## config.mk

```make
export PLATFORM = sky130hd
export DESIGN_NAME = gemm_seq_ctrl
export DESIGN_NICKNAME = d
export VERILOG_FILES = /design/src/rtl/gemm_pkg.sv /design/src/rtl/gemm_dim_counter.sv /design/src/rtl/gemm_seq_ctrl.sv
export SDC_FILE = /design/constraint.sdc
export NUM_CORES = 1
export LEC_CHECK = 0
export CELL_PAD_IN_SITES_DETAIL_PLACEMENT = 1
export CELL_PAD_IN_SITES_GLOBAL_PLACEMENT = 1
export CORE_ASPECT_RATIO = 1.75
export CORE_UTILIZATION = 40
export CTS_CLUSTER_DIAMETER = 60
export DETAILED_ROUTE_END_ITERATION = 10
export PLACE_DENSITY = 0.9
export SKIP_CTS_REPAIR_TIMING = 1
export SLEW_MARGIN = 20
export SYNTH_ARGS = -nofsm -noshare
export SYNTH_HDL_FRONTEND = slang
export SYNTH_SLANG_ARGS = --single-unit
```

## constraint.sdc

```tcl
create_clock -name nice_clk -period 4.6 [get_ports nice_clk]
set_input_delay 1.38 -clock nice_clk [delete_from_list [all_inputs] [get_ports nice_clk]]
set_output_delay 1.38 -clock nice_clk [all_outputs]
set_load 0.005 [all_outputs]
```

## src/rtl/gemm_pkg.sv

```systemverilog
// Shared definitions for the GEMM loop sequencer: state encoding common to the
// instruction interface and datapath, plus default widths.
package gemm_pkg;

  localparam logic [1:0] GEMM_IDLE  = 2'b00;
  localparam logic [1:0] GEMM_FETCH = 2'b01;
  localparam logic [1:0] GEMM_WRITE = 2'b10;
  localparam logic [1:0] GEMM_DONE  = 2'b11;

  localparam int GEMM_DIM_W  = 16;
  localparam int GEMM_ADDR_W = 32;

  typedef enum logic [1:0] {
    ST_IDLE  = GEMM_IDLE,
    ST_FETCH = GEMM_FETCH,
    ST_WRITE = GEMM_WRITE,
    ST_DONE  = GEMM_DONE
  } gemm_state_e;

endpackage

```

## src/rtl/gemm_dim_counter.sv

```systemverilog
// Loop index counter: counts 0..limit-1 on enable, wraps to zero after the
// last value, and flags when it sits on limit-1.
module gemm_dim_counter
  import gemm_pkg::*;
#(
  parameter int DIM_W = GEMM_DIM_W
) (
  input  logic             nice_clk,
  input  logic             nice_rst_n,
  input  logic             clr,
  input  logic             en,
  input  logic [DIM_W-1:0] limit,
  output logic [DIM_W-1:0] cnt,
  output logic             last
);

  logic [DIM_W-1:0] cnt_q;
  logic [DIM_W-1:0] cnt_d;

  assign last = (cnt_q == (limit - DIM_W'(1)));
  assign cnt  = cnt_q;

  always_comb begin
    cnt_d = cnt_q;
    if (clr)       cnt_d = '0;
    else if (en)   cnt_d = last ? '0 : cnt_q + DIM_W'(1);
  end

  always_ff @(posedge nice_clk or negedge nice_rst_n) begin
    if (!nice_rst_n) cnt_q <= '0;
    else             cnt_q <= cnt_d;
  end

endmodule

```

## src/rtl/gemm_seq_ctrl.sv

```systemverilog
// GEMM loop sequencer: walks C[i][j] = sum_k A[i][k]*B[j][k], issuing operand
// fetch beats per dot product and one result write per output element.
//
// state | meaning
// IDLE  | waiting for start; parameters latched on start
// FETCH | streaming K operand beats for element (i,j)
// WRITE | passing accumulator result to memory at dst + i*N + j
// DONE  | one-cycle fin (and err if a dimension was zero)
module gemm_seq_ctrl
  import gemm_pkg::*;
#(
  parameter int DIM_W  = GEMM_DIM_W,
  parameter int ADDR_W = GEMM_ADDR_W
) (
  input  logic              nice_clk,
  input  logic              nice_rst_n,
  input  logic              start,
  input  logic [31:0]       lhs_rows,
  input  logic [31:0]       rhs_rows,
  input  logic [31:0]       rhs_cols,
  input  logic [ADDR_W-1:0] lhs_addr,
  input  logic [ADDR_W-1:0] rhs_addr,
  input  logic [ADDR_W-1:0] dst_addr,
  output logic [1:0]        state,
  output logic              fin,
  output logic              err,
  output logic              op_valid,
  input  logic              op_ready,
  output logic [ADDR_W-1:0] op_lhs_addr,
  output logic [ADDR_W-1:0] op_rhs_addr,
  output logic              op_first,
  output logic              op_last,
  input  logic              res_valid,
  output logic              res_ready,
  output logic              wr_valid,
  input  logic              wr_ready,
  output logic [ADDR_W-1:0] wr_addr
);

  gemm_state_e       state_q;
  logic [DIM_W-1:0]  m_q, n_q, k_q;
  logic [ADDR_W-1:0] rhs_addr_q;
  logic [ADDR_W-1:0] lhs_base_q, rhs_base_q, dst_ptr_q;
  logic              err_q;

  logic [DIM_W-1:0]  i_cnt, j_cnt, k_cnt;
  logic              i_last, j_last, k_last;
  logic              in_idle, in_fetch, in_write, in_done;
  logic              launch, zero_dim, op_fire, wr_fire;
  logic [ADDR_W-1:0] k_ext;
  logic              unused_dim_hi;

  assign in_idle  = (state_q == ST_IDLE);
  assign in_fetch = (state_q == ST_FETCH);
  assign in_write = (state_q == ST_WRITE);
  assign in_done  = (state_q == ST_DONE);

  assign launch   = in_idle & start;
  assign zero_dim = (lhs_rows[DIM_W-1:0] == '0) | (rhs_rows[DIM_W-1:0] == '0) |
                    (rhs_cols[DIM_W-1:0] == '0);
  assign op_fire  = in_fetch & op_ready;
  assign wr_fire  = in_write & res_valid & wr_ready;
  assign k_ext    = {{(ADDR_W-DIM_W){1'b0}}, k_q};

  // Upper dimension bits are architecturally ignored; i/j values only matter via their last flags.
  assign unused_dim_hi = ^{lhs_rows[31:DIM_W], rhs_rows[31:DIM_W], rhs_cols[31:DIM_W], i_cnt, j_cnt};

  gemm_dim_counter #(.DIM_W(DIM_W)) u_cnt_i (
    .nice_clk   (nice_clk),
    .nice_rst_n (nice_rst_n),
    .clr        (launch),
    .en         (wr_fire & j_last),
    .limit      (m_q),
    .cnt        (i_cnt),
    .last       (i_last)
  );

  gemm_dim_counter #(.DIM_W(DIM_W)) u_cnt_j (
    .nice_clk   (nice_clk),
    .nice_rst_n (nice_rst_n),
    .clr        (launch),
    .en         (wr_fire),
    .limit      (n_q),
    .cnt        (j_cnt),
    .last       (j_last)
  );

  gemm_dim_counter #(.DIM_W(DIM_W)) u_cnt_k (
    .nice_clk   (nice_clk),
    .nice_rst_n (nice_rst_n),
    .clr        (launch),
    .en         (op_fire),
    .limit      (k_q),
    .cnt        (k_cnt),
    .last       (k_last)
  );

  always_ff @(posedge nice_clk or negedge nice_rst_n) begin
    if (!nice_rst_n) begin
      state_q    <= ST_IDLE;
      m_q        <= '0;
      n_q        <= '0;
      k_q        <= '0;
      rhs_addr_q <= '0;
      lhs_base_q <= '0;
      rhs_base_q <= '0;
      dst_ptr_q  <= '0;
      err_q      <= 1'b0;
    end else begin
      case (state_q)
        ST_IDLE: begin
          if (start) begin
            m_q        <= lhs_rows[DIM_W-1:0];
            n_q        <= rhs_rows[DIM_W-1:0];
            k_q        <= rhs_cols[DIM_W-1:0];
            rhs_addr_q <= rhs_addr;
            lhs_base_q <= lhs_addr;
            rhs_base_q <= rhs_addr;
            dst_ptr_q  <= dst_addr;
            err_q      <= zero_dim;
            state_q    <= zero_dim ? ST_DONE : ST_FETCH;
          end
        end
        ST_FETCH: begin
          if (op_ready && k_last) state_q <= ST_WRITE;
        end
        ST_WRITE: begin
          if (res_valid && wr_ready) begin
            dst_ptr_q <= dst_ptr_q + ADDR_W'(1);
            if (j_last) begin
              // End of an output row: B restarts at row 0, A moves to the next row.
              rhs_base_q <= rhs_addr_q;
              if (i_last) begin
                state_q <= ST_DONE;
              end else begin
                lhs_base_q <= lhs_base_q + k_ext;
                state_q    <= ST_FETCH;
              end
            end else begin
              rhs_base_q <= rhs_base_q + k_ext;
              state_q    <= ST_FETCH;
            end
          end
        end
        ST_DONE: state_q <= ST_IDLE;
        default: state_q <= ST_IDLE;
      endcase
    end
  end

  assign state       = state_q;
  assign fin         = in_done;
  assign err         = in_done & err_q;
  assign op_valid    = in_fetch;
  assign op_first    = in_fetch & (k_cnt == '0);
  assign op_last     = in_fetch & k_last;
  assign op_lhs_addr = lhs_base_q + {{(ADDR_W-DIM_W){1'b0}}, k_cnt};
  assign op_rhs_addr = rhs_base_q + {{(ADDR_W-DIM_W){1'b0}}, k_cnt};
  assign wr_valid    = in_write & res_valid;
  assign res_ready   = in_write & wr_ready;
  assign wr_addr     = dst_ptr_q;

endmodule

```

==> results list, run 1 <==
* CP dominant cell by count: sky130_fd_sc_hd__buf_6
- Placeable core area: ~40000 µm²
- The synthesized netlist occupies a cell area of 16400 µm².
- Final std cells w/o fill: 2930
- Data on the critical path is required at its endpoint by 3.22 ns.
- Number of vias per cell after detailed routing: between 6 and 7
- Routability cong.: 0.913
- Cell chosen for the clock root: sky130_fd_sc_hd__clkbuf_16
- Run status: complete, but fails checks
- Traced cell by cell, the critical path runs through buf_6, ha_4, inv_2, fa_2, nor2b_1, o21a_1, o21ai_1, buf_4, a21oi_4, o31a_1, a221o_1, a21oi_2, buf_6, buf_6, nor2_2, xor2_1, buf_2.
- Top post-synthesis cells by area: sky130_fd_sc_hd__dfrtp_1 35%, sky130_fd_sc_hd__nand2_1 8.4%, sky130_fd_sc_hd__ha_1 5.5%
* Final-report max-slew violation count: 0
* Half-perimeter wire length after detailed placement: around 47000 µm
- Least-Margin Pin Slew: approximately 1.2 ns
* Type of origin of the critical path: register
- Normalized max-slew margin: a little under a quarter
* Clock Skews: 0.0237 ns
- Post-synth ARST share: 100%
- Post-layout utilization of the core: 53.7%
* Wire length of the first global-routing pass: 101000 µm
* Peak supply drop: 0.000314 V
- Post-route worst setup slack: -0.381 ns
- Data on the critical path arrives at its endpoint at 3.60 ns.
- Critical Setup Path Class: register to output port
- No sink is reached through more buffers than the 3 on the longest clock path.
* Leading register cell type out of synthesis: sky130_fd_sc_hd__dfrtp_1
- Synthesized netlist cell count: a little over 2000
- Setup violations remaining at the end of the flow were counted as 23.
- H-tree depth: 1
- Clock tree synthesis found a total of around 230 sinks.
* Type of the most critical hold path: register to register
- Endpoints failing hold: 0
- The tool flagged a number of max-cap violations equal to 0.
- Top-Level Pins: 303
- In the final layout, the share of cells above drive strength 1 is 13.2%.
- Setup TNS: -4.96 ns
- Each instance of the synthesized netlist takes up on average 7.98 µm².
- Dividing the detail-routed wire length by the instance count gives 22.9 µm.
- The first detailed-routing pass took 5 iterations.
- Cell at the slowest stage of the critical path: sky130_fd_sc_hd__dfrtp_1
- Cell type with the highest aggregate area in the netlist: sky130_fd_sc_hd__dfrtp_1
* Die area: approximately 42000 µm²
- Dividing the final minimum period by the clock period gives 108%.
* Final #Nets: 2633
* Yosys top cell area share: between 30% and 40%
* Clock latency on the worst-skew pair: 0.56 ns
- Shortest clock period the worst path allows after layout: 4.98 ns
* Maximum clock rate: 201 MHz
* Area growth, synth to finish: 31.6%
* Placement row count: 97
* Leakage power: 9.60 nW
* Die width: 155 µm
- Clock transition at the registers of the reported paths: 0.07 ns
* Post-synth EDFFs: 0
* Overflow after GRT: 0
* Element type at the critical path end: output port
* Cell area power density: 626 nW/µm²
* Via count: between 15000 and 20000
* Post-placement cell count: 2849
- In this run, synthesis produced a sequential element count of 227.
- Net count after synthesis: about 2300
* Vertical extent of the die: 270 µm
- The final reports fail on negative setup slack.
* Post-route ant nets: 0
- Maximum fanout along the worst path: 6
- The number of antenna violations at the first check in global routing came to 10.
* Number of global-route vias before repair: around 19000
- The largest single stage delay on the critical path is 0.41 ns.
* Unique cell type count in the Yosys netlist: 88
- Setup repair after global routing missed its margin: yes
- The number of clock buffers added by TritonCTS is 25.
- Routed WL: 67100 µm
* Violation count after the first detailed-route iteration: 1073
- The Yosys step of the flow raised 0 warnings.
- Across every metal layer, demand over resource in global routing totals a little under a third.
- Starting density of the core: 40.8%
- Entering global routing, the biggest net connects 100 pins.
- # port buffers: approximately 250
- The share of the Yosys chip area taken by registers is 34.7%.
* CTS tree: done
- After detailed routing, the number of remaining DRC violations is 0.
## routing by layer
layer,track usage [%],vias up,wire length [µm]
li1,-,7968,-
met1,31.3,8808,23700
met2,56.0,657,35400
met3,3.29,253,3340
met4,22.0,4,4710
met5,0,-,21
## power breakdown
group / internal (mW) / switching, mW / total (mW)
combinational: 3.43 / 4.10 / 7.52
clock: 1.30 / 0.922 / 2.22
sequential: 2.75 / 1.01 / 3.76
total: 7.47 / 6.03 / 13.5
## through the flow
| stage | setup WS (ns) | power [mW] | hold slack (ns) | instance area [µm²] |
|---|---|---|---|---|
| 3_5_place_dp | -0.362 | 10.7 | 0.457 | 20000 |
| 4_1_cts | -0.967 | 13.1 | 0.472 | 20900 |
| 2_1_floorplan | 0.527 | 7.67 | 0.438 | 16400 |
| 5_1_grt | -0.460 | 14.3 | 0.495 | 21600 |
| 3_3_place_gp | -0.244 | 10.3 | 0.450 | 20000 |
| 6_report | -0.381 | 13.5 | 0.474 | 21600 |
## logic make-up (layout without fill, tap and decap cells)
logic type | count (synthesis) | in the layout | synth area share (%)
and+or+nand+nor | 871 | 871 | 25.4
AOI/OAI and AO/OA | 559 | 559 | 21.0
DFF | 227 | 227 | 34.7
xor gates and xnor gates | 154 | 154 | 8.23
buffers and inverters | 154 | 477 | 3.88
adders and majority gates | 77 | 77 | 6.04
muxes | 13 | 13 | 0.809
other | 0 | 8 | 0
## cell usage after synthesis (6+ instances only)
library cell,n
sky130_fd_sc_hd__nand2b_1,24
sky130_fd_sc_hd__nor3b_1,19
sky130_fd_sc_hd__nand3_1,64
sky130_fd_sc_hd__xor2_1,58
sky130_fd_sc_hd__a211o_1,6
sky130_fd_sc_hd__a21oi_1,154
sky130_fd_sc_hd__nor3_1,53
sky130_fd_sc_hd__mux2i_1,11
sky130_fd_sc_hd__nor2_1,145
sky130_fd_sc_hd__a32oi_1,6
sky130_fd_sc_hd__nor4_1,26
sky130_fd_sc_hd__o21ai_0,168
sky130_fd_sc_hd__o211ai_1,15
sky130_fd_sc_hd__clkbuf_1,78
sky130_fd_sc_hd__o21a_1,12
sky130_fd_sc_hd__o22ai_1,18
sky130_fd_sc_hd__ha_1,72
sky130_fd_sc_hd__buf_2,13
sky130_fd_sc_hd__nor2b_1,15
sky130_fd_sc_hd__a31oi_1,24
sky130_fd_sc_hd__nand2_1,367
sky130_fd_sc_hd__or2_2,9
sky130_fd_sc_hd__xnor2_1,96
sky130_fd_sc_hd__o21ai_1,15
sky130_fd_sc_hd__a21o_1,27
sky130_fd_sc_hd__buf_1,10
sky130_fd_sc_hd__o31ai_1,11
sky130_fd_sc_hd__nand4_1,33
sky130_fd_sc_hd__or3_1,26
sky130_fd_sc_hd__and3_1,42
sky130_fd_sc_hd__a22oi_1,6
sky130_fd_sc_hd__a211oi_1,17
sky130_fd_sc_hd__inv_1,46
sky130_fd_sc_hd__and2_1,12
sky130_fd_sc_hd__dfrtp_1,227
## final timing paths
kind	start	end	slack, ns	cells past startpoint
worst max-delay path	u_cnt_k.cnt[0]	op_rhs_addr[22]	-0.38	17
worst min-delay path	rhs_addr_q[3]	rhs_addr_q[3]	0.47	2
worst max register to register	k_q[0]	rhs_base_q[26]	0.56	14
worst min register to register	rhs_addr_q[3]	rhs_addr_q[3]	0.47	2
max in group asynchronous	nice_rst_n	lhs_base_q[11]	2.78	2
min in group asynchronous	nice_rst_n	m_q[5]	0.87	1
## worst max-delay path, delay by kind of cell (launching register included)
kind            cells  cell delay, ns
buf+inv             6            0.81
simple gates        2            0.10
fa+ha+maj           2            0.37
xor+xnor            1            0.17
flops               1            0.41
compound gates      6            1.19
## flip-flops by register name (all words and copies together), names as in the netlist, 32 cells and up
| register | count |
|---|---|
| lhs_base_q | 32 |
| rhs_addr_q | 32 |
| rhs_base_q | 32 |
| wr_addr | 32 |
## cell usage in the layout, fill, tap and decap left out, types with 43 or more instances in the layout
cell type | synthesis | final
sky130_fd_sc_hd__buf_4 | 3 | 118
sky130_fd_sc_hd__clkdlybuf4s50_1 | 0 | 208
sky130_fd_sc_hd__nand3_1 | 64 | 63
sky130_fd_sc_hd__nor3_1 | 53 | 46
sky130_fd_sc_hd__nor2_1 | 145 | 139
sky130_fd_sc_hd__xor2_1 | 58 | 53
sky130_fd_sc_hd__nand2_1 | 367 | 364
sky130_fd_sc_hd__inv_1 | 46 | 43
sky130_fd_sc_hd__xnor2_1 | 96 | 88
sky130_fd_sc_hd__a21oi_1 | 154 | 140
sky130_fd_sc_hd__o21ai_0 | 168 | 163
sky130_fd_sc_hd__dfrtp_1 | 227 | 227
sky130_fd_sc_hd__ha_1 | 72 | 65
## layout make-up
type	count	area, µm²
fill	4777	18600
tap	544	681
inverter	46	175
timing repair buffer	385	3530
multi-input combinational	1674	10600
antenna	8	20.0
sequential	227	5680
clock buffer	36	747
clock inverter	10	136
Note: power is estimated with default switching activity, not from simulation.
==> inputs of run 2 (changes only) <==
REMOVE_ABC_BUFFERS = 1   (was not set)
SLEW_MARGIN = 5   (was 20)
==> run 2 against run 1 <==
The flow still finishes with violations (negative setup slack). Power increased by 1.0%. Core utilization decreased by 0.13 points. Final cell count decreased by 1.0%. Wire length increased by 3.3%. Count of clock-buffer cells in the layout increased by 2. Clock skew decreased by 0.0015 ns. Sequential power increased by 1%. Sequential share of layout area increased by 0.10 points. Die area unchanged. Clock power decreased by 6%. Hold slack improved by 0.0031 ns. Critical path depth decreased by 4.
==> results list, run 2 (same netlist as run 1, synthesis figures left out) <==
* Final #Nets: 2604 (-1.1%)
* Area growth, synth to finish: 31.2%
* Overflow after GRT: 0 (unchanged)
* Clock transition at the registers of the reported paths: 0.06 ns (about the same)
* Violations in the final reports: negative setup slack
- Wire length of the first global-routing pass: 98600 µm (-2.1%)
* Routed WL: 69400 µm (+3.3%)
* Sw power: 6.25 mW (+3.6%)
* Total of fill cells in the finished design: 4734 (-0.90%)
- H-tree depth: 1 (unchanged)
- The worst supply voltage drop on vdd is 0.000267 V (-15%).
- CP Cell Sequence: inv_2, ha_4, buf_4, nor4b_4, buf_4, nand2b_4, nor3_1, a31oi_2, nand3b_1, a2111oi_4, buf_4, and2_4, buf_2
* Vertical extent of the die: 270 µm (unchanged)
* Most used cells in the layout excluding fill and tap cells: 361 x sky130_fd_sc_hd__nand2_1, 221 x sky130_fd_sc_hd__dfrtp_1, 208 x sky130_fd_sc_hd__clkdlybuf4s50_1, 163 x sky130_fd_sc_hd__o21ai_0, 141 x sky130_fd_sc_hd__nor2_1
- Half-perimeter wire length after detailed placement: 46400 µm (-1.8%)
- The clock tree buffer depth was 3 (unchanged).
- Critical path's top delay family: simple AND/OR/NAND/NOR gates
* Placement row count: 97 (unchanged)
* Setup repair after global routing missed its margin: yes
- Least-Margin Pin Slew: 1.13 ns (-0.0183 ns)
- Required time at the worst-slack endpoint: 3.22 ns (about the same)
- DRC viols: 0 (unchanged)
- The share of final-layout standard cells stronger than drive strength 1 is 12.7% (-0.50 points).
* Maximum clock rate: 197 MHz (-1.7%)
- Starting density of the core: 40.8% (unchanged)
- The signal arrival time at the worst endpoint is 3.69 ns (+0.09 ns).
* Post-route worst setup slack: -0.469 ns (-0.0879 ns)
* Post-placement cell count: 2825 (-0.84%)
- The length in cells of the worst reg-to-reg path is 13 (-1).
- The power per cell area came to 634 nW/µm² (+1.3%).
- The instance area after placement is 19800 µm² (-0.88%).
- CTS tree: done
- The mean routed wirelength per cell is 23.9 µm (+4.4%).
- Final std cells w/o fill: 2900 (-1.0%)
- CTS sink count: 227 (unchanged)
- The maximum fanout along the worst path is 4 (-2).
- Cell chosen for the clock root: sky130_fd_sc_hd__clkbuf_16
* Total setup violations reported at the end of the flow: 29 (+26%)
* Fraction of power consumed by the clock network: 15.3% (-1.2 points)
- The number of buffer and inverter stages on the critical path was 5 (-1).
- The area inside the core boundary came to 40200 µm² (unchanged).
* Routability cong.: 0.892 (-2.3%)
- STA classifies the critical path startpoint as a register.
* Violation count after the first detailed-route iteration: 1081 (+0.75%)
- The sum of negative setup slack came to -5.88 ns (-0.917 ns).
- Endpoints failing hold: 0 (unchanged)
- The combinational group share of total power was 56.8% (+1.1 points).
* Capture point of the worst reg-to-reg path: u_cnt_k.cnt[4]
- The max-capacitance violation count came to 0 (unchanged).
- The worst setup path is of the register to output port kind.
* FF-to-FF setup slack: 0.02 ns (-0.54 ns)
- The share of the clock period used by the worst path after layout was 110% (+1.9 points).
- The switching power as a share of total power is 45.8% (+1.1 points).
- Startpoint of the lowest-slack register-to-register path: k_q[1]
* End of the worst hold path: err_q
* # port buffers: 254 (unchanged)
- The number of buffers added by the clock tree synthesis step came to 24 (-4.0%).
- The via count of the first global-routing pass is 18830 (-0.62%).
* Cell at the slowest stage of the critical path: sky130_fd_sc_hd__nor3_1
- The number of detailed-route iterations in the first pass was 5 (unchanged).
* Post-route ant nets: 0 (unchanged)
- The delay of the slowest cell on the worst path is 0.71 ns (+0.30 ns).
- Min-Delay Startpoint: err_q
- Share of total power in sequential cells: 27.9% (about the same)
- Shortest clock period the worst path allows after layout: 5.07 ns (+0.0879 ns)
- Overall Global Routing Usage: 29.6% (-0.70 points)
- WHS Path Cells: 2 (unchanged)
* Top-Level Pins: 303 (unchanged)
- Most common library cell in the layout ignoring fill and taps: sky130_fd_sc_hd__nand2_1
* Clock Skews: 0.0221 ns (-0.00154 ns)
- CP dominant cell by count: sky130_fd_sc_hd__buf_4
- Internal power summed over all cells: 7.40 mW (-1.0%)
- The relative slew slack was 23.8% (+1.2 points).
- The reported leakage power was 9.41 nW (-2.0%).
* Total power after layout: 13.6 mW (+1.0%)
- Run status: complete, but fails checks
- Final-report max-slew violation count: 0 (unchanged)
- Via count: 17813 (+0.70%)
- Type of the most critical hold path: register to register
- Element type at the critical path end: output port
- The width of the chip came to 155 µm (unchanged).
- The largest net degree at the start of global routing came to 97 (-3.0%).
* Number of vias per cell after detailed routing: 6.14 (+1.7%)
- The clock network latency to the later pin of the worst-skew pair came to 0.55 ns (about the same).
- Die area: 41800 µm² (unchanged)
* Antenna violations before repair: 12 (+2)
- The final instance area was 21500 µm² (-0.25%).
[run 2: cell types whose count changed in the layout (fill, tap and decap cells not counted), moves of 5 or more]
| cell | delta |
|---|---|
| sky130_fd_sc_hd__buf_2 | +5 |
| sky130_fd_sc_hd__dfrtp_1 | -6 |
| sky130_fd_sc_hd__ha_1 | -7 |
| sky130_fd_sc_hd__dfrtp_2 | +6 |
| sky130_fd_sc_hd__buf_6 | -5 |
| sky130_fd_sc_hd__buf_4 | -29 |
| sky130_fd_sc_hd__a21oi_4 | +5 |
| sky130_fd_sc_hd__ha_4 | +8 |
[run 2: worst max path at each step]
stage	startpoint	end	depth (start not counted)
detailed placement	u_cnt_k.cnt[0]	op_lhs_addr[20]	15
floorplan	state[1]	lhs_base_q[26]	6
finish	k_q[1]	op_last	13
CTS	u_cnt_k.cnt[0]	op_rhs_addr[20]	15
global placement	u_cnt_k.cnt[0]	op_rhs_addr[20]	15
global route	k_q[1]	op_last	13
[run 2: tightest hold or removal path: cells and delay by family (launching register included)]
family | cells | cell delay (ns)
flops | 1 | 0.34
simple gates | 2 | 0.10
[run 2: area by class of cell]
type | instances | area [µm²] | area share [%]
Clock buffer | 38 | 734 | 3.41
Inverter | 46 | 173 | 0.803
Tap cell | 544 | 681 | 3.16
Clock inverter | 4 | 73.8 | 0.343
Timing Repair Buffer | 357 | 3350 | 15.6
Multi-Input combinational cell | 1674 | 10800 | 50.1
Sequential cell | 227 | 5690 | 26.4
Antenna cell | 10 | 25.0 | 0.116
[run 2: routing by layer]
metal / wire (µm) / global-route usage [%] / vias up
li1: - / - / 7889
met1: 24700 / 31.0 / 8895
met2: 36300 / 55.4 / 720
met3: 3350 / 2.79 / 305
met4: 5020 / 19.7 / 4
met5: 32 / 0 / -
[run 2: stage by stage]
stage	utilization [%]	hold slack, ns	setup WS, ns
after global placement	49.4	0.449	-0.252
after floorplan	-	0.438	-2.18
after global routing	53.6	0.498	-0.673
after CTS	51.4	0.476	-0.945
final	53.6	0.477	-0.469
after detailed placement	49.4	0.460	-0.348
[run 2: power by group through the flow]
| stage | clock network (mW) | logic (mW) | registers, mW |
|---|---|---|---|
| 2_1_floorplan | 0 | 4.06 | 3.52 |
| 3_3_place_gp | 0 | 6.52 | 3.65 |
| 3_5_place_dp | 0 | 6.89 | 3.72 |
| 4_1_cts | 2.09 | 7.01 | 3.69 |
| 5_1_grt | 2.17 | 8.29 | 3.90 |
| 6_report | 2.09 | 7.75 | 3.81 |
==> inputs of run 3 (changes only) <==
RECOVER_POWER = 50   (was not set)
==> run 3 against run 2 <==
The flow finishes with violations (max-capacitance violations, max-slew violations, negative setup slack). Largest cell class unchanged. Register-to-register slack better by 0.04 ns. First-iteration DRC count down 1.0%. Non-clock buffer count unchanged. Global-route usage unchanged. Count of clock-buffer cells in the layout unchanged. Die area unchanged. Critical path depth unchanged. Final cell count unchanged. Largest power group unchanged. Hold slack better by 0.0013 ns. Clock skew about the same.
==> results list, run 3 (same netlist as run 1, synthesis figures left out) <==
- Die area: 41800 µm² (unchanged)
- Pin count of the biggest net entering global routing: 97 (unchanged)
- The area inside the core boundary is 40200 µm² (unchanged).
- The detailed router's first-iteration violation count is 1070 (-1.0%).
* Element type at the critical path end: output port
- The mean routed wirelength per cell came to 23.9 µm (about the same).
- Type of origin of the critical path: register
- The maximum fanout along the worst path came to 4 (unchanged).
- The via count of the first global-routing pass was 18830 (unchanged).
- The library cell used most frequently in the layout, excluding fill and tap cells, is sky130_fd_sc_hd__nand2_1.
* Via count: 17849 (+0.20%)
* Overall Global Routing Usage: 29.6% (unchanged)
- Wire length of the first global-routing pass: 98600 µm (unchanged)
* Buffer levels on the longest clock path: 3 (unchanged)
* Clock Skews: 0.0219 ns (-0.000210 ns)
- # port buffers: 254 (unchanged)
- Normalized max-slew margin: -76.3% (-100 points)
- Final #Nets: 2604 (unchanged)
* WP data arrival: 3.67 ns (-0.02 ns)
- The final estimated routing congestion in global placement is 0.892 (unchanged).
- Design Area, Final: 21400 µm² (-0.30%)
* Critical Setup Path Class: register to output port
* End of the worst hold path: err_q
- Routed WL: 69400 µm (about the same)
- The reported leakage power came to 9.37 nW (-0.39%).
- Starting density of the core: 40.8% (unchanged)
* DRC viols: 0 (unchanged)
- Final-report max-slew violation count: 188 (+188)
- The share of the clock period used by the worst path after layout came to 110% (-0.44 points).
- Violations in the final reports: max-capacitance violations, max-slew violations, negative setup slack
* Fraction of layout instances using a drive strength above 1: 12.4% (-0.30 points)
- The clock network latency to the later pin of the worst-skew pair is 0.55 ns (about the same).
- The worst hold path depth is 2 (unchanged).
- The max-capacitance violation count was 3 (+3).
- The worst supply voltage drop on vdd is 0.000268 V (+0.26%).
- Antenna violations before repair: 12 (unchanged)
- Shortest clock period the worst path allows after layout: 5.05 ns (-0.0203 ns)
- Top-Level Pins: 303 (unchanged)
* Startpoint of the lowest-slack register-to-register path: k_q[1]
* Run status: complete, but fails checks
* Die width: 155 µm (unchanged)
- The clock slew at the register clock pins of the worst setup and hold paths is 0.06 ns (about the same).
* Total power after layout: 13.6 mW (-0.15%)
- The antenna violation net count after detailed routing came to 0 (unchanged).
* Endpoints failing hold: 0 (unchanged)
- The via density per instance was 6.15 (+0.20%).
- Final std cells w/o fill: 2900 (unchanged)
- The cell row count was 97 (unchanged).
- Maximum clock rate: 198 MHz (+0.40%)
- The count of clock tree sinks came to 227 (unchanged).
- The final count of negative-setup-slack endpoints is 41 (+41%).
- The half-perimeter wire length after placement was 46400 µm (unchanged).
* Vertical extent of the die: 270 µm (unchanged)
* Total iterations of the first detailed-routing run: 5 (unchanged)
- The setup slack of the critical path after layout came to -0.449 ns (+0.0203 ns).
- The power per cell area is 635 nW/µm² (+0.15%).
- Most used cells in the layout excluding fill and tap cells: 362 x sky130_fd_sc_hd__nand2_1, 221 x sky130_fd_sc_hd__dfrtp_1, 199 x sky130_fd_sc_hd__clkdlybuf4s50_1, 163 x sky130_fd_sc_hd__o21ai_0, 141 x sky130_fd_sc_hd__nor2_1
- Post-placement cell count: 2825 (unchanged)
- The worst hold path begins at err_q.
- Cell Area, Placed: 19800 µm² (unchanged)
* R2R depth: 13 (unchanged)
* Area growth, synth to finish: 30.8%
- CTS tree: done
* Overflow after GRT: 0 (unchanged)
* Setup repair after global routing missed its margin: yes
- Num CTS Buffers: 24 (unchanged)
- Capture point of the worst reg-to-reg path: u_cnt_k.cnt[4]
- In this run the worst hold path is classified as register to register.
* FF-to-FF setup slack: 0.06 ns (+0.04 ns)
- The required time of the critical path came to 3.22 ns (about the same).
* Least-Margin Pin Slew: 2.65 ns (+1.51 ns)
* Cell chosen for the clock root: sky130_fd_sc_hd__clkbuf_16
- The number of H-tree levels is 1 (unchanged).
## run 3: cell count changes in the layout (fill, tap and decap cells not counted)
cell | before | now
sky130_fd_sc_hd__nand2_2 | 5 | 4
sky130_fd_sc_hd__dlygate4sd3_1 | 0 | 9
sky130_fd_sc_hd__buf_4 | 89 | 84
sky130_fd_sc_hd__clkbuf_2 | 2 | 5
sky130_fd_sc_hd__and2_4 | 2 | 1
sky130_fd_sc_hd__clkdlybuf4s50_1 | 208 | 199
sky130_fd_sc_hd__buf_8 | 4 | 3
sky130_fd_sc_hd__nand2_1 | 361 | 362
sky130_fd_sc_hd__clkbuf_1 | 7 | 12
sky130_fd_sc_hd__buf_12 | 6 | 4
sky130_fd_sc_hd__and2_1 | 10 | 11
## run 3: layout make-up
class	instances	area [µm²]
clock inverters	4	73.8
multi-input cells	1674	10800
inverters	46	173
fillers	4741	18700
repair buffers	357	3300
flip-flops and latches	227	5690
diodes	10	25.0
clock buffers	38	734
well taps	544	681
## run 3: layer usage
metal	wire [µm]	part of all wire (%)	GRT usage (%)	up-vias
met5	27	0.039	0	-
met4	5050	7.3	19.7	4
met3	3660	5.3	2.79	308
met2	36300	52	55.4	737
met1	24400	35	31.0	8914
li1	-	-	-	7886
## run 3: how the worst max path moves through the flow
| stage | startpoint | to | cells past startpoint |
|---|---|---|---|
| finish | k_q[1] | op_last | 13 |
| global route | k_q[1] | op_last | 13 |
| CTS | u_cnt_k.cnt[0] | op_rhs_addr[20] | 15 |
| detailed placement | u_cnt_k.cnt[0] | op_lhs_addr[20] | 15 |
| global placement | u_cnt_k.cnt[0] | op_rhs_addr[20] | 15 |
| floorplan | state[1] | lhs_base_q[26] | 6 |
## run 3: worst max-delay path, stage by stage (launching register included)
cell and delay, ns:
sky130_fd_sc_hd__dfrtp_1 0.43, sky130_fd_sc_hd__inv_2 0.11, sky130_fd_sc_hd__ha_4 0.14, sky130_fd_sc_hd__buf_4 0.13, sky130_fd_sc_hd__nor4b_4 0.20, sky130_fd_sc_hd__buf_4 0.19
sky130_fd_sc_hd__nand2b_4 0.06, sky130_fd_sc_hd__nor3_1 0.70, sky130_fd_sc_hd__a31oi_2 0.10, sky130_fd_sc_hd__nand3b_1 0.34, sky130_fd_sc_hd__a2111oi_4 0.31, sky130_fd_sc_hd__buf_4 0.18
sky130_fd_sc_hd__and2_4 0.14, sky130_fd_sc_hd__buf_2 0.11
## run 3: stage by stage
stage	util (%)	setup WS (ns)	setup TNS, ns	hold WS, ns
floorplan	-	-2.18	-187.48	0.438
global placement	49.4	-0.252	-3.07	0.449
detailed placement	49.4	-0.348	-4.58	0.460
CTS	51.4	-0.945	-28.39	0.476
global route	53.4	-0.673	-15.02	0.498
finish	53.4	-0.449	-6.91	0.478
## run 3: power breakdown
part / leakage [nW] / internal, mW / switching, mW / total (mW)
Clock: 0.396 / 1.20 / 0.886 / 2.09
Combinational: 6.17 / 3.43 / 4.30 / 7.73
Sequential: 2.81 / 2.75 / 1.06 / 3.80
Total: 9.37 / 7.38 / 6.24 / 13.6
